`config.mk`:
```
export PLATFORM = sky130hd
export DESIGN_NAME = io_bus_ctrl
export DESIGN_NICKNAME = d
export VERILOG_FILES = /design/src/rtl/io_bus_pkg.sv /design/src/rtl/io_slot_dec.sv /design/src/rtl/io_bus_ctrl.sv
export SDC_FILE = /design/constraint.sdc
export NUM_CORES = 1
export LEC_CHECK = 0
export ABC_AREA = 1
export CAP_MARGIN = 25
export CORE_AREA = 2 2 246 248
export DETAILED_ROUTE_END_ITERATION = 8
export DIE_AREA = 0 0 248 250
export PLACE_DENSITY = 0.33
export REMOVE_ABC_BUFFERS = 1
export SLEW_MARGIN = 20
export SYNTH_ARGS = -nofsm -noshare
export SYNTH_HDL_FRONTEND = slang
export SYNTH_SLANG_ARGS = --single-unit
```
`constraint.sdc`:
```
create_clock -name clk -period 2.7 [get_ports clk]
set_input_delay 0.54 -clock clk [delete_from_list [all_inputs] [get_ports clk]]
set_output_delay 0.54 -clock clk [all_outputs]
set_load 0.05 [all_outputs]
```
`src/rtl/io_bus_pkg.sv`:
```
// Shared types and constants for the I/O page bus controller:
// FSM states, slot-map field layout and status register bit positions.
package io_bus_pkg;

  typedef enum logic [1:0] {
    ST_IDLE    = 2'd0,
    ST_WAIT    = 2'd1,
    ST_ERR_ACK = 2'd2
  } state_e;

  // Slot-map entry: [7:2] base word index, [1:0] log2 of slot size in words.
  localparam int MAP_ENTRY_W = 8;
  localparam int MAP_BASE_W  = 6;
  localparam int MAP_SZ_W    = 2;

  localparam logic [15:0] IO_PAGE = 16'hFFFF;

  localparam int STAT_TMO_BIT   = 31;
  localparam int STAT_UNMAP_BIT = 30;
  localparam int STAT_CNT_MSB   = 29;
  localparam int STAT_CNT_LSB   = 24;
  localparam int STAT_ADDR_MSB  = 23;
  localparam int STAT_ADDR_LSB  = 2;

  localparam int          ERR_CNT_W   = 6;
  localparam logic [5:0]  ERR_CNT_MAX = 6'd63;

  function automatic logic [31:0] pack_status(input logic        tmo,
                                              input logic        unmap,
                                              input logic [5:0]  cnt,
                                              input logic [21:0] addr);
    logic [31:0] status;
    status = '0;
    status[STAT_TMO_BIT]                  = tmo;
    status[STAT_UNMAP_BIT]                = unmap;
    status[STAT_CNT_MSB:STAT_CNT_LSB]     = cnt;
    status[STAT_ADDR_MSB:STAT_ADDR_LSB]   = addr;
    return status;
  endfunction

endpackage

```
`src/rtl/io_slot_dec.sv`:
```
// Address decoder for one I/O slot: a power-of-two sized, size-aligned
// window of word indices inside the I/O page.
module io_slot_dec
  import io_bus_pkg::*;
(
  input  logic                   i_sel,
  input  logic [MAP_BASE_W-1:0]  i_word,
  input  logic [MAP_ENTRY_W-1:0] i_map,
  output logic                   o_hit
);

  logic [MAP_BASE_W-1:0] w_base;
  logic [MAP_SZ_W-1:0]   w_sz;

  assign w_base = i_map[MAP_ENTRY_W-1 -: MAP_BASE_W];
  assign w_sz   = i_map[MAP_SZ_W-1:0];

  // Dropping the low sz bits on both sides aligns the window to its size.
  assign o_hit = i_sel && ((i_word >> w_sz) == (w_base >> w_sz));

endmodule

```
`src/rtl/io_bus_ctrl.sv`:
```
// I/O page controller: routes CPU accesses to device slots, answers the
// status register, and acks unmapped or timed-out accesses with an error.
module io_bus_ctrl
  import io_bus_pkg::*;
#(
  parameter int                                 NUM_SLOTS  = 16,
  parameter logic [NUM_SLOTS*MAP_ENTRY_W-1:0]   SLOT_MAP   = '0,
  parameter int                                 TMO_CYCLES = 1023,
  parameter logic [MAP_BASE_W-1:0]              STAT_IDX   = 6'd10
) (
  input  logic                      clk,
  input  logic                      rst,
  input  logic                      bus_stb,
  input  logic                      bus_we,
  input  logic [23:2]               bus_addr,
  input  logic [31:0]               bus_dout,
  output logic                      io_sel,
  output logic [31:0]               io_din,
  output logic                      io_ack,
  output logic [NUM_SLOTS-1:0]      dev_stb,
  input  logic [NUM_SLOTS*32-1:0]   dev_dout,
  input  logic [NUM_SLOTS-1:0]      dev_ack,
  output logic                      err_trig
);

  localparam int               TMO_W    = $clog2(TMO_CYCLES + 1);
  localparam logic [TMO_W-1:0] TMO_LAST = TMO_W'(TMO_CYCLES);
  localparam logic [TMO_W-1:0] TMO_ONE  = TMO_W'(1);

  state_e                  r_state;
  state_e                  w_state_nxt;
  logic [TMO_W-1:0]        r_tmo_cnt;
  logic [TMO_W-1:0]        w_tmo_cnt_nxt;
  logic                    r_tmo;
  logic                    r_unmap;
  logic [ERR_CNT_W-1:0]    r_err_cnt;
  logic [21:0]             r_last_addr;
  logic                    r_err_trig;

  logic [MAP_BASE_W-1:0]   w_word;
  logic                    w_stat_hit;
  logic                    w_slot_sel;
  logic [NUM_SLOTS-1:0]    w_hit;
  logic [NUM_SLOTS-1:0]    w_win;
  logic                    w_slot_any;
  logic                    w_dev_ack;
  logic [31:0]             w_dev_rdata;
  logic                    w_unmap;
  logic                    w_unmap_evt;
  logic                    w_tmo_evt;
  logic                    w_err_evt;
  logic                    w_stat_clr;
  logic [31:0]             w_stat_word;
  logic                    w_unused;

  assign io_sel     = bus_stb && (bus_addr[23:8] == IO_PAGE);
  assign w_word     = bus_addr[7:2];
  assign w_stat_hit = io_sel && (w_word == STAT_IDX);
  assign w_slot_sel = io_sel && !w_stat_hit;

  for (genvar gi = 0; gi < NUM_SLOTS; gi++) begin : g_slot
    io_slot_dec u_dec (
      .i_sel  (w_slot_sel),
      .i_word (w_word),
      .i_map  (SLOT_MAP[gi*MAP_ENTRY_W +: MAP_ENTRY_W]),
      .o_hit  (w_hit[gi])
    );
  end

  // NOTE: every always_comb output gets a default first so no path can infer a latch.
  always_comb begin
    logic found;
    found       = 1'b0;
    w_win       = '0;
    w_dev_ack   = 1'b0;
    w_dev_rdata = '0;
    for (int i = 0; i < NUM_SLOTS; i++) begin
      if (w_hit[i] && !found) begin
        found       = 1'b1;
        w_win[i]    = 1'b1;
        w_dev_ack   = dev_ack[i];
        w_dev_rdata = dev_dout[i*32 +: 32];
      end
    end
  end

  assign w_slot_any  = |w_win;
  assign w_unmap     = w_slot_sel && !w_slot_any;
  assign w_unmap_evt = w_unmap && (r_state != ST_ERR_ACK);
  assign w_tmo_evt   = (r_state == ST_WAIT) && (w_state_nxt == ST_ERR_ACK);
  assign w_err_evt   = w_unmap_evt || w_tmo_evt;
  assign w_stat_clr  = w_stat_hit && bus_we && (r_state != ST_ERR_ACK);
  assign w_stat_word = pack_status(r_tmo, r_unmap, r_err_cnt, r_last_addr);

  // A status write clears the flags whatever the data, so bus_dout has no consumer.
  assign w_unused = ^bus_dout;

  always_comb begin
    w_state_nxt   = r_state;
    w_tmo_cnt_nxt = r_tmo_cnt;
    case (r_state)
      ST_IDLE: begin
        if (w_slot_any && !w_dev_ack) begin
          w_state_nxt   = ST_WAIT;
          w_tmo_cnt_nxt = TMO_ONE;
        end
      end
      ST_WAIT: begin
        if (!bus_stb || w_dev_ack) begin
          w_state_nxt = ST_IDLE;
        end else if (!io_sel) begin
          w_state_nxt = ST_WAIT;
        end else if (!w_slot_any) begin
          // The CPU moved to the status register or an unmapped word; those complete on their own.
          w_state_nxt = ST_IDLE;
        end else if (r_tmo_cnt == TMO_LAST) begin
          w_state_nxt = ST_ERR_ACK;
        end else begin
          w_tmo_cnt_nxt = r_tmo_cnt + TMO_ONE;
        end
      end
      ST_ERR_ACK: w_state_nxt = ST_IDLE;
      default:    w_state_nxt = ST_IDLE;
    endcase
  end

  always_comb begin
    io_ack  = 1'b0;
    io_din  = '0;
    dev_stb = '0;
    if (r_state == ST_ERR_ACK) begin
      io_ack = 1'b1;
    end else if (w_stat_hit) begin
      io_ack = 1'b1;
      io_din = bus_we ? 32'd0 : w_stat_word;
    end else if (w_slot_any) begin
      dev_stb = w_win;
      io_ack  = w_dev_ack;
      io_din  = w_dev_rdata;
    end else if (w_unmap) begin
      io_ack = 1'b1;
    end
  end

  assign err_trig = r_err_trig;

  // NOTE: sequential state uses non-blocking assignments so every register samples pre-edge values.
  always_ff @(posedge clk) begin
    if (rst) begin
      r_state     <= ST_IDLE;
      r_tmo_cnt   <= '0;
      r_tmo       <= 1'b0;
      r_unmap     <= 1'b0;
      r_err_cnt   <= '0;
      r_last_addr <= '0;
      r_err_trig  <= 1'b0;
    end else begin
      r_state    <= w_state_nxt;
      r_tmo_cnt  <= w_tmo_cnt_nxt;
      r_err_trig <= w_err_evt;
      if (w_stat_clr) begin
        r_tmo     <= 1'b0;
        r_unmap   <= 1'b0;
        r_err_cnt <= '0;
      end else begin
        if (w_tmo_evt)   r_tmo   <= 1'b1;
        if (w_unmap_evt) r_unmap <= 1'b1;
        if (w_err_evt) begin
          if (r_err_cnt != ERR_CNT_MAX) r_err_cnt <= r_err_cnt + 6'd1;
          r_last_addr <= bus_addr;
        end
      end
    end
  end

endmodule

```
== Word level (Yosys, flattened, before mapping) ==
Cells that the tools add are included.

* Register bits: 43
* Input port bits: 586
* Output and inout bits: 51
* Word-level logic and storage cells: 162

* $add $sub $neg: 2
* Equal/unequal tests: 13
* Mux-type cells: 85
* Bitwise logic cells: 1
* Reduce and logical (&&, ||, !) cells: 54

{| class="wikitable"
|+ Operators by type and width
! kind !! number
|-
| 32-bit 2-to-1 mux || 20
|-
| 1-bit 2-to-1 mux || 50
|-
| 10-bit 2-to-1 mux || 5
|-
| 16-bit 2-to-1 mux || 3
|-
| 1-bit logical AND || 25
|-
| 10-bit case mux with 2 select lines || 1
|-
| 1-bit logical NOT || 19
|-
| 16-bit == test (second input constant) || 1
|-
| 16-bit OR reduction || 1
|-
| 2-bit != test (second input constant) || 6
|-
| 10-bit by 1-bit adder with 10-bit output (second input constant) || 1
|-
| 10-bit == test (second input constant) || 1
|-
| 2-bit 2-to-1 mux || 5
|-
| 6-bit by 1-bit adder with 6-bit output (second input constant) || 1
|-
| 6-bit by 4-bit == test with 1-bit output (second input constant) || 1
|-
| 6-bit logical NOT || 1
|-
| 6-bit != test (second input constant) || 1
|-
| 6-bit AND reduction || 1
|-
| 2-bit == test (second input constant) || 2
|-
| 2-bit case mux with 2 select lines || 1
|-
| 2-bit AND reduction || 2
|-
| 2-bit by 1-bit == test with 1-bit output (second input constant) || 1
|-
| 2-bit logical NOT || 1
|-
| 1-bit logical OR || 2
|-
| other kinds (3) || 3
|}

== Logic depth before layout (Yosys ltp) ==
Gate-level depths: netlist (run 1).

* Depth after elaboration: 61
* Gate-level depth with buffers: 15
* Gate-level depth less buffers: 14

== Modules after synthesis ==
A second synthesis (run 1) with hierarchy kept.

* Cell total of the unflattened synthesis: 1748
* Area total of the unflattened synthesis: 8557.0 sq um

{| class="wikitable"
|+ By module, submodules not included
! module !! times used !! cells each !! area an instance (sq um) !! seq. area each (sq um)
|-
| io_bus_ctrl || 1 || 1236 || 6414.9 || 860.8
|-
| io_slot_dec || 16 || 32 || 133.9 || 0.0
|}

== Worst setup path after synthesis (run 1) ==
OpenSTA, ideal clock, no wires.

* Path type: input -> output
* Start point: in bus_addr[15] (netlist name)
* End point: out io_din[0]
* Data arrival time: 2472 ps
* Data required time: 2160 ps
* Setup slack: -312 ps
* Stages on the path: 11
* Path buffers: 2
* Path through: nand2_1 nor2_2 nand2_1 nor2_2 and2_1 buf_6 nand2_1 nor2_1 buf_2 inv_1 nor2_1

* Cells in the longest elaborated chain, start to end: 56
* Elaborated cells between the ends (all ways): 86
* Classes of those cells: eq/ne (1); mux (49); reduce/logical (36)

{| class="wikitable"
|+ RTL lines
! what !! RTL line !! text
|-
| from (decl) || io_bus_ctrl.sv:15 || <nowiki>input logic [23:2] bus_addr,</nowiki>
|-
| 16-bit == test (*) || io_bus_ctrl.sv:56 || <nowiki>assign io_sel = bus_stb && (bus_addr[23:8] == IO_PAGE);</nowiki>
|-
| 1-bit logical AND (*) || io_bus_ctrl.sv:56 ||
|-
| net io_sel || io_bus_ctrl.sv:17 || <nowiki>output logic io_sel,</nowiki>
|-
| 1-bit logical AND || io_bus_ctrl.sv:58 || <nowiki>assign w_stat_hit = io_sel && (w_word == STAT_IDX);</nowiki>
|-
| 1-bit logical NOT || io_bus_ctrl.sv:59 || <nowiki>assign w_slot_sel = io_sel && !w_stat_hit;</nowiki>
|-
| 1-bit logical AND || io_bus_ctrl.sv:59 ||
|-
| 1-bit logical AND || io_slot_dec.sv:19 || <nowiki>assign o_hit = i_sel && ((i_word >> w_sz) == (w_base >> w_sz));</nowiki>
|-
| 1-bit 2-to-1 mux || io_bus_ctrl.sv:78 || <nowiki>if (w_hit[i] && !found) begin</nowiki>
|-
| [... 41 more ...] || - ||
|-
| 1-bit 2-to-1 mux || io_bus_ctrl.sv:78 ||
|-
| 1-bit logical NOT || io_bus_ctrl.sv:78 ||
|-
| 1-bit logical AND || io_bus_ctrl.sv:78 ||
|-
| 1-bit 2-to-1 mux || io_bus_ctrl.sv:78 ||
|-
| 16-bit OR reduction || io_bus_ctrl.sv:87 || <nowiki>assign w_slot_any = |w_win;</nowiki>
|-
| 32-bit 2-to-1 mux || io_bus_ctrl.sv:136 || <nowiki>end else if (w_slot_any) begin</nowiki>
|-
| 32-bit 2-to-1 mux (*) || io_bus_ctrl.sv:133 || <nowiki>end else if (w_stat_hit) begin</nowiki>
|-
| 32-bit 2-to-1 mux (*) || io_bus_ctrl.sv:131 || <nowiki>if (r_state == ST_ERR_ACK) begin</nowiki>
|-
| to (decl) || io_bus_ctrl.sv:18 || <nowiki>output logic [31:0] io_din,</nowiki>
|}

Mark *: on every way through the listed nets, which the timed path passes. The rest lies on a longest branch.

== Worst setup path in the final report (run 1) ==
* Start point: in bus_we
* End point: out io_din[19]

* Cells in the longest elaborated chain, start to end: 3

{| class="wikitable"
|+ RTL lines
! what !! RTL line !! text
|-
| from (decl) || io_bus_ctrl.sv:14 || <nowiki>input logic bus_we,</nowiki>
|-
| 32-bit 2-to-1 mux || io_bus_ctrl.sv:135 || <nowiki>io_din = bus_we ? 32'd0 : w_stat_word;</nowiki>
|-
| 32-bit 2-to-1 mux || io_bus_ctrl.sv:133 ||
|-
| 32-bit 2-to-1 mux || io_bus_ctrl.sv:131 ||
|}

No other way between the ends.

==> results.md, run 1 <==
- CP Max Fanout: 6
- Status: completed
- # IOs: 637
- Layout area overhead: 127.5%
- Largest net degree at the start of global routing: 23
- Final GP Congestion: 0.6498
- Yosys warnings: 0
- Layout cells sized above 1: roughly two fifths
- Reg-to-reg slack, setup: about 0.74 ns
- Post-Synthesis Cell Area: between 2000 and 2500 sq um
- Remaining global-route overflow: 0
- CTS tree: done
- Clock sinks: 43
- Routed WL: 12.82 mm
- Fin Clk Skew: roughly 0.0094 ns
- Crit path launch type: primary input
- Worst Hold Launch: r_tmo_cnt[4]
- Global Route Usage Sum: under 10%
- FF+latch count, synth: 43
- RR Endpoint: r_last_addr[7]
- Final hold vios: 0
- Placed cell area: 4926 sq um
- Yosys top cell area share: a little over a third
- Crit. End Element: output port
- Leak: 2.262 nW
- Die width: approximately 250 microns
- Per-cell routed wire length: about 10 microns
- Period utilization: between 90 and 100%
- Root Driver: clkbuf_16
- H-tree depth: 2
- Final std cells w/o fill: between 1000 and 1500
- Initial Utilization: under 10%
- Sequential area share after synthesis: approximately 36%
- Num CTS Buffers: 5
- Global-route wire length before repair: 18.55 mm
- Fin util: a little under a tenth
- Placed insts: roughly 1200
- Dpl hpwl: roughly 9.9 mm
- Maxcap violations: 0
- Minimum clock period: roughly 2.6 ns
- Hold_buf cts: 0
- Netlist cell types: 30
- Antenna diodes: 0
- Hold Path Class: reg -> reg
- Die ar.: between 60000 and 70000 sq um
- Core ar.: about 60000 sq um
- Mean post-synth cell area: 7.202 sq um
- Worst hold margin: ~0.46 ns
- WP data required: 2.16 ns
- PnR Total Power: between 1 and 1.5 mW
- Setup CP Type: in -> out
- Vias after detailed routing: 2792
- Synthesized instance count: between 300 and 400
- Via density: around 2.2
- CTS clk-pin slew, worst paths: 0.06 ns
- Final instance area: around 5500 sq um
- First DRT Iteration DRCs: 107
- Nets: approximately 1100
- Area leader, netlist: dfxtp_1
- Rows: 90
- Drt pass-1 iters: 4
- Synth top area cells: dfxtp_1 (36%), a32o_1 (12%), inv_1 (8.5%), nand2_1 (7.3%), nor2_1 (5.9%)
- Maximum VDD drop: around 0.17 mV
- Final Setup Violations: 0
- PortBufs: 94
- Pins Over Slew Limit: 0
- Initial antenna violation count: 4
- Critical R2R Launch: r_state[1]
- Max Clk Rate: about 380 MHz
- P per Cell Area: 270.5 nW/um^2
- WHS Endpoint: r_tmo_cnt[4]
- Die height: ~250 microns
- Routed Antenna Nets: 0
- DRC viols: 0
- Clk_lat worst skew: 0.29 ns
- Number of global-route vias before repair: 2802
- Min-Delay Path Depth: 2
- R2R depth: 10
- Critical path arrival: approximately 2.1 ns
- CTS Buffer Depth: 2
==> registers in the layout, summed over array words and instances, names as in the netlist <==
register     flops
r_err_cnt        6
err_trig         1
r_state          2
r_last_addr     22
r_tmo            1
r_tmo_cnt       10
r_unmap          1
==> layer usage <==
layer  vias up  wire length, microns  global-route usage (%)
li1       1410                     -                       -
met1      1264                  6241                   5.967
met2       104                  5136                   5.826
met3        14                  1325                   1.968
met4         0                   119                  0.5646
met5         -                     0                       0
==> logic make-up after synthesis <==
kind of cell	share of synthesized area, %
simple gates	23.99
flops	35.57
other cells	0.1550
fa+ha+maj	1.034
buf+inv	16.75
compound gates	22.49
==> worst max-delay path by stage <==
stage	from	end	slack, ns	depth (start not counted)
after floorplan	bus_addr[15]	io_din[0]	-1.77	9
after global placement	bus_addr[9]	io_din[31]	-0.55	12
after detailed placement	bus_addr[11]	io_din[31]	-0.55	12
after CTS	bus_addr[3]	io_din[7]	0.006	11
after global routing	bus_addr[18]	io_din[11]	-0.007	13
final	bus_we	io_din[19]	0.06	7
==> cell usage after synthesis <==
master,number
inv_1,55
nand2_1,47
dfxtp_1,43
nor2_1,38
a32o_1,29
o21ai_0,27
a21oi_1,17
buf_4,15
nand4_1,12
nand3_1,11
clkbuf_1,7
buf_2,6
nor2_2,4
nor3_1,4
nand2_2,3
and3_1,2
buf_6,2
ha_1,2
and2_1,1
clkinv_1,1
conb_1,1
inv_2,1
nand2_4,1
nand3b_1,1
nand4_2,1
nor2_4,1
o21ai_1,1
o31ai_1,1
o31ai_4,1
or2_0,1
==> worst max-delay path, cell delays in order <==
cell and delay (ns):
clkdlybuf4s50_1 0.47, inv_1 0.14, nand3_2 0.14, clkinv_4 0.10, bufbuf_16 0.29, a32o_2 0.26
buf_12 0.15
==> where the power goes <==
| part | switching, mW | internal [mW] |
|---|---|---|
| registers | 0.00000429 | 0.634 |
| logic | 0.101 | 0.0910 |
| clock network | 0.269 | 0.394 |
==> stage by stage <==
stage	setup WS (ns)	setup TNS, ns
after floorplan	-1.771	-49.07
after detailed placement	-0.5531	-17.63
after global placement	-0.5519	-16.72
after global routing	-0.007387	-0.008287
after CTS	0.006372	0
final	0.06349	0
==> layout by cell type, fill, tap and decap left out, types with 6 or more instances in the layout <==
cell	Yosys	layout
buf_4	15	53
inv_1	55	52
dfxtp_1	43	43
buf_12	0	42
nand2_1	47	38
clkdlybuf4s50_1	0	36
nor2_1	38	32
o21ai_0	27	27
a32o_2	0	26
a21oi_1	17	16
conb_1	1	15
nand4_1	12	12
buf_2	6	12
nand2_2	3	11
nand3_1	11	9
nor2_4	1	6
dlygate4sd2_1	0	6
buf_6	2	6
==> area by class of cell <==
class	instances	area, sq um
clock buffers	7	152.6
clock inverters	1	7.507
fillers	6872	54070
inverters	57	219.0
multi-input cells	220	1334
flip-flops and latches	43	860.8
well taps	782	978.4
repair buffers	163	1952
==> repair_timing <==
item,in CTS,in global routing
endpoints found under the setup margin,34,34
pin swaps,32,12
gates cloned,5,0
setup buffers,21,1
resized for setup,102,20
No activity file was read; power rests on OpenSTA's default activity.
==> inputs of run 2 (changes only) <==
--- a/config.mk
+++ b/config.mk
@@ -16,3 +16,4 @@
 export SYNTH_ARGS = -nofsm -noshare
 export SYNTH_HDL_FRONTEND = slang
 export SYNTH_SLANG_ARGS = --single-unit
+export TNS_END_PERCENT = 5
==> constraint.sdc (replaced) <==
create_clock -name clk -period 2.8 [get_ports clk]
set_input_delay 0.56 -clock clk [delete_from_list [all_inputs] [get_ports clk]]
set_output_delay 0.56 -clock clk [all_outputs]
set_load 0.05 [all_outputs]
==> results.md, run 2 (synthesis results as in run 1) <==
- Hold Path Class: reg -> reg
- Per-cell routed wire length: 10.01 microns (-0.63%)
- Die height: 250 microns (unchanged)
- Clock sinks: 43 (unchanged)
- PnR Total Power: 1.476 mW (-0.85%)
- Max Clk Rate: roughly 370 MHz
- CTS clk-pin slew, worst paths: 0.07 ns (about the same)
- Worst Path Buf+Inv: 4 (-1)
- Remaining global-route overflow: 0 (unchanged)
- R2R depth: 10 (unchanged)
- Fin util: 9.151% (-0.088 points)
- Minimum clock period: 2.723 ns
- # IOs: 637 (unchanged)
- Layout area overhead: 125.3%
- Setup CP Type: in -> out
- RSZ-0062 raised after global routing: true
- Final hold vios: 0 (unchanged)
- Via density: 2.118 (-3.4%)
- P per Cell Area: 270.8 nW/um^2 (+0.11%)
- Hold_buf cts: 0 (unchanged)
- DRC viols: 0 (unchanged)
- Worst path slowest cell: and2_4
- Critical path arrival: 2.16 ns (+0.06 ns)
- Leak: 2.324 nW (+2.7%)
- H-tree depth: 2 (unchanged)
- Dpl hpwl: 9.823 mm (-0.70%)
- Delay of the slowest critical-path stage: 0.21 ns (-0.26 ns)
- Critical Path Stages: 12 (+5)
- Num CTS Buffers: 5 (unchanged)
- Top Registers: r_last_addr x22, r_tmo_cnt x10, r_err_cnt x6
- Core ar.: 59570 sq um (unchanged)
- Final Setup Violations: 0 (unchanged)
- Initial Utilization: 4.062% (unchanged)
- Most frequent cells in the layout: inv_1 (52), buf_12 (44), dfxtp_1 (43)
- CTS tree: done
- Critical path's most frequent cell: buf_12
- Min setup slack post-route: 0.07666 ns (+0.01317 ns)
- Nets: 1061 (-1.6%)
- Routed WL: 12.57 mm (-2.0%)
- Largest net degree at the start of global routing: 24 (+4.3%)
- Max FFs per register: 22 (unchanged)
- Crit path launch type: primary input
- Period utilization: about 97%
- Layout cells sized above 1: 32.77% (-5.5 points)
- Rows: 90 (unchanged)
- CTS Buffer Depth: 2 (unchanged)
- Largest Register: r_last_addr
- CP Max Fanout: 7 (+1)
- Fin Clk Skew: 0.005650 ns (-0.003733 ns)
- Number of global-route vias before repair: 2683 (-4.2%)
- Commonest non-fill, non-tap cell in the layout: inv_1
- Root Driver: clkbuf_16
- Die ar.: 62000 sq um (unchanged)
- WP data required: 2.24 ns (+0.08 ns)
- Maximum VDD drop: 0.2130 mV (+22%)
- Status: completed
- Maxcap violations: 0 (unchanged)
- Clk_lat worst skew: 0.29 ns (about the same)
- Min-Delay Path Depth: 2 (unchanged)
- Initial antenna violation count: 3 (-1)
- First DRT Iteration DRCs: 131 (+22%)
- Final GP Congestion: 0.6518 (+0.31%)
- Place WS: -0.5562 ns (-0.003158 ns)
- CP cell instances: clkdlybuf4s15_1 > nand2_1 > nor2_2 > nand2_2 > nor2_4 > and2_4 > nand2_4 > nor2_4 > buf_12 > buf_12 > a32o_2 > buf_12
- Vias after detailed routing: 2660 (-4.7%)
- Pins Over Slew Limit: 0 (unchanged)
- Routed Antenna Nets: 0 (unchanged)
- Drt pass-1 iters: 4 (unchanged)
- Global-route wire length before repair: 17.62 mm (-5.0%)
- Crit. End Element: output port
- PortBufs: 94 (unchanged)
- CP delay by family, top: simple AND/OR/NAND/NOR gates
- Global Route Usage Sum: 3.991% (-0.22 points)
- Die width: 248 microns (unchanged)
run 2: cell count changes in the layout (fill, tap and decap cells not counted), moves of 5 or more:
| cell | change |
|---|---|
| dlymetal6s2s_1 | +17 |
| buf_4 | -13 |
| dlygate4sd2_1 | -6 |
| buf_2 | -12 |
| buf_6 | -5 |
run 2: what timing repair did:
| item | CTS | global route |
|---|---|---|
| gates resized for setup | 47 | 36 |
| cloned | 2 | 1 |
| setup endpoints to repair | 34 | 34 |
| setup buffers | 3 | 5 |
| pin swaps | 25 | 21 |
run 2: worst paths after layout:
kind                      from             end  slack, ns
setup / recovery  bus_addr[20]      io_din[18]       0.08
hold / removal    r_tmo_cnt[4]    r_tmo_cnt[4]       0.47
hold reg to reg   r_tmo_cnt[4]    r_tmo_cnt[4]       0.47
setup reg to reg    r_state[1]  r_last_addr[8]       0.79
run 2: power by group:
group	internal [mW]	switching, mW
registers	0.611	0.00000417
clock network	0.417	0.269
logic	0.0869	0.0924
total	1.11	0.361
run 2: layout make-up:
type / instances / area, sq um
Multi-Input combinational cell: 220 / 1343
Tap cell: 782 / 978.4
Sequential cell: 43 / 860.8
Fill cell: 6881 / 54120
Clock buffer: 5 / 125.1
Antenna cell: 1 / 2.502
Inverter: 57 / 221.5
Clock inverter: 2 / 37.54
Timing Repair Buffer: 146 / 1883
run 2: metal layers:
metal	track usage (%)	vias to the layer above	wire [microns]
met3	2.032	9	1221
met4	0.5646	2	76
met2	5.436	90	4830
li1	-	1371	-
met1	5.620	1188	6428
met5	0	-	13
run 2: worst reg2reg max path, cell delays in order (launching register included):
cell and delay [ns]:
dfxtp_1 0.35, inv_1 0.10, nor2_2 0.35, inv_1 0.11, buf_4 0.20, nand4_2 0.12, nand2_2 0.10, buf_4 0.21
buf_12 0.16, o21ai_0 0.16, inv_1 0.05
run 2: per-stage QoR:
step / instance area (sq um) / instances / TNS [ns] / hold WS, ns
2_1_floorplan: 2281 / 320 / -47.09 / 0.4256
3_3_place_gp: 4926 / 1239 / -14.08 / 0.4531
3_5_place_dp: 4926 / 1239 / -13.09 / 0.4560
4_1_cts: 5306 / 1251 / -8.296 / 0.4690
5_1_grt: 5449 / 1255 / -0.01254 / 0.4981
6_report: 5451 / 1256 / 0 / 0.4653
==> inputs of run 3 (changes only) <==
--- a/config.mk
+++ b/config.mk
@@ -7,9 +7,9 @@
 export LEC_CHECK = 0
 export ABC_AREA = 1
 export CAP_MARGIN = 25
-export CORE_AREA = 2 2 246 248
+export CORE_AREA = 4 4 248 250
 export DETAILED_ROUTE_END_ITERATION = 8
-export DIE_AREA = 0 0 248 250
+export DIE_AREA = 0 0 252 254
 export PLACE_DENSITY = 0.33
 export REMOVE_ABC_BUFFERS = 1
 export SLEW_MARGIN = 20
==> constraint.sdc (replaced) <==
create_clock -name clk -period 2.8 [get_ports clk]
set_input_delay 0.28 -clock clk [delete_from_list [all_inputs] [get_ports clk]]
set_output_delay 0.28 -clock clk [all_outputs]
set_load 0.05 [all_outputs]
==> results.md, run 3 (synthesis results as in run 1) <==
- Root Driver: clkbuf_16
- First DRT Iteration DRCs: 123 (-6.1%)
- Comb power frac: 11.3% (-0.8 points)
- CTS clk-pin slew, worst paths: 0.06 ns (about the same)
- PortBufs: 94 (unchanged)
- CP cell instances: clkdlybuf4s50_1 > nand2_1 > nor2_2 > nand2_1 > nor2_2 > and2_1 > nand3_1 > inv_1 > buf_12 > nand2_1 > a21oi_1 > buf_4 > buf_12
- Global Route Usage Sum: 3.817% (-0.17 points)
- Global-route wire length before repair: 17.62 mm (unchanged)
- Die height: 254 microns (+1.6%)
- Core ar.: 59020 sq um (-0.92%)
- Top Registers: r_last_addr x22, r_tmo_cnt x10, r_err_cnt x6
- Dpl hpwl: 10.26 mm (+4.5%)
- Max Clk Rate: 380.7 MHz (+3.7%)
- Delay of the slowest critical-path stage: 0.46 ns (+0.25 ns)
- Largest Register: r_last_addr
- Number of global-route vias before repair: 2491 (-7.2%)
- Initial Utilization: 4.100% (+0.038 points)
- Num CTS Buffers: 5 (unchanged)
- Initial antenna violation count: 2 (-1)
- Final GP Congestion: 0.7039 (+8.0%)
- Worst Hold Launch: r_unmap
- P per Cell Area: 298.9 nW/um^2 (+10%)
- Reg-to-reg slack, setup: 0.94 ns (+0.15 ns)
- Max FFs per register: 22 (unchanged)
- WP data required: 2.52 ns (+0.28 ns)
- RSZ-0062 raised after global routing: false
- CTS Buffer Depth: 2 (unchanged)
- Die ar.: 64010 sq um (+3.2%)
- Worst path slowest cell: clkdlybuf4s50_1
- Drt pass-1 iters: 4 (unchanged)
- DRC viols: 0 (unchanged)
- Layout cells sized above 1: 16.28% (-16 points)
- Crit. End Element: output port
- Largest net degree at the start of global routing: 30 (+25%)
- Die width: 252 microns (+1.6%)
- Placed cell area: 4692 sq um (-4.7%)
- Period utilization: 93.82% (-3.4 points)
- Nets: 1024 (-3.5%)
- CP Max Fanout: 5 (-2)
- Rel. slew slack: between 60 and 70%
- Status: completed
- Routed WL: 12.31 mm (-2.0%)
- Switching part of the total power: 23.76% (-0.72 points)
- Clk_lat worst skew: 0.29 ns (about the same)
- RR Endpoint: r_last_addr[2]
- Critical path arrival: 2.35 ns (+0.19 ns)
- Critical path's most frequent cell: nand2_1
- CP delay by family, top: buffers and inverters
- Cell Int Power: 1.109 mW (-0.57%)
- Pins Over Slew Limit: 0 (unchanged)
- Remaining global-route overflow: 0 (unchanged)
- Worst slew pin tran: approximately 0.58 ns
- Maxcap violations: 0 (unchanged)
- Most frequent cells in the layout: clkdlybuf4s50_1 (59), inv_1 (55), nand2_1 (47)
- Critical R2R Launch: r_tmo_cnt[0]
- Sequential power share: 42.0% (+0.6 points)
- # Post-CTS Setup Buffers: 0 (-3)
- Setup TNS: 0 ns (unchanged)
- Min-Delay Path Depth: 2 (unchanged)
- Place WS: 0.08737 ns (+0.6436 ns)
- Routed Antenna Nets: 0 (unchanged)
- Per-cell routed wire length: 10.17 microns (+1.6%)
- Final instance area: 4865 sq um (-11%)
- Clk pwr share: 46.6% (about the same)
- Setup CP Type: in -> out
- PnR Total Power: 1.454 mW (-1.5%)
- Sw power: 345.5 uW (-4.4%)
- Rows: 89 (-1.1%)
- Filler cells: 6917 (+0.52%)
- Clock sinks: 43 (unchanged)
- Final Setup Violations: 0 (unchanged)
- Via density: 2.083 (-1.6%)
- Leak: 1.726 nW (-26%)
- Worst Path Buf+Inv: 5 (+1)
- Min setup slack post-route: 0.1731 ns (+0.09639 ns)
- Crit path launch type: primary input
- H-tree depth: 2 (unchanged)
- Minimum clock period: 2.627 ns (-0.09639 ns)
- Area occupied by multi-input gates: 1214 sq um (-9.6%)
- Vias after detailed routing: 2523 (-5.2%)
- Fin Clk Skew: 0.005630 ns (-0.00002024 ns)
- WHS Endpoint: r_unmap
- Hold Path Class: reg -> reg
- Commonest non-fill, non-tap cell in the layout: clkdlybuf4s50_1
- Hold_buf cts: 0 (unchanged)
- Maximum VDD drop: 0.1723 mV (-19%)
- R2R depth: 12 (+2)
- # IOs: 637 (unchanged)
- CTS tree: done
- Layout area overhead: 101.0%
- Final hold vios: 0 (unchanged)
- Register area: 860.8 sq um (unchanged)
## run 3: changes by cell type in the layout (fill, tap and decap cells not counted), sizes merged
cell           previous run  this run
buf                      86        50
clkdlybuf4s50            39        59
dlymetal6s2s             19         0
clkbuf                    6         5
clkdlybuf4s15             1         0
diode                     1         2
## run 3: cell type report
class                   count  share of cell area, %
diodes                      2                 0.1029
clock buffers               5                  2.572
clock inverters             2                 0.7716
inverters                  57                  4.398
multi-input cells         220                  24.95
flip-flops and latches     43                  17.70
well taps                 773                  19.88
repair buffers            109                  29.63
## run 3: worst reg2reg max path, cell delays in order (launching register included)
cell     delay (ns)
dfxtp_1        0.38
ha_1           0.19
nand2_1        0.07
inv_1          0.05
nand2_1        0.07
inv_2          0.08
nand2_2        0.07
nor2_1         0.14
nand2_1        0.10
nand2_2        0.17
inv_1          0.15
nor2_1         0.20
nor2_1         0.08
## run 3: what timing repair did
action	CTS	global route
gates resized for setup	0	1
setup endpoints to repair	0	27
endpoints found under the hold margin	0	0
## run 3: per-stage QoR
| stage | std cells | utilization [%] | hold slack (ns) |
|---|---|---|---|
| after detailed placement | 1202 | 7.950 | 0.4400 |
| after global routing | 1209 | 8.234 | 0.4554 |
| after global placement | 1202 | 7.950 | 0.4345 |
| after floorplan | 320 | - | 0.3491 |
| final | 1211 | 8.243 | 0.4447 |
| after CTS | 1209 | 8.226 | 0.4497 |
## run 3: how the worst max path moves through the flow
| stage | slack (ns) | startpoint | end | cells past startpoint |
|---|---|---|---|---|
| CTS | 0.05 | bus_addr[9] | io_din[31] | 12 |
| global route | 0.01 | bus_addr[9] | io_din[31] | 12 |
| floorplan | -1.15 | bus_addr[15] | io_din[0] | 9 |
| detailed placement | 0.09 | bus_addr[9] | io_din[31] | 12 |
| global placement | 0.06 | bus_addr[9] | io_din[31] | 12 |
| finish | 0.17 | bus_addr[19] | io_din[31] | 13 |
## run 3: routing by layer
layer	up-vias	part of all wire [%]	GRT usage, %
met5	-	0	0
met4	0	0.25	0.3310
met3	5	14	2.640
met2	103	36	4.670
met1	1120	50	5.527
li1	1295	-	-
## run 3: power groups by stage
stage               combinational, mW  clock, mW  sequential, mW
detailed placement              0.165          0           0.625
global placement                0.166          0           0.625
global route                    0.177      0.746           0.611
CTS                             0.166      0.714           0.611
finish                          0.165      0.678           0.611
floorplan                      0.0633          0           0.625
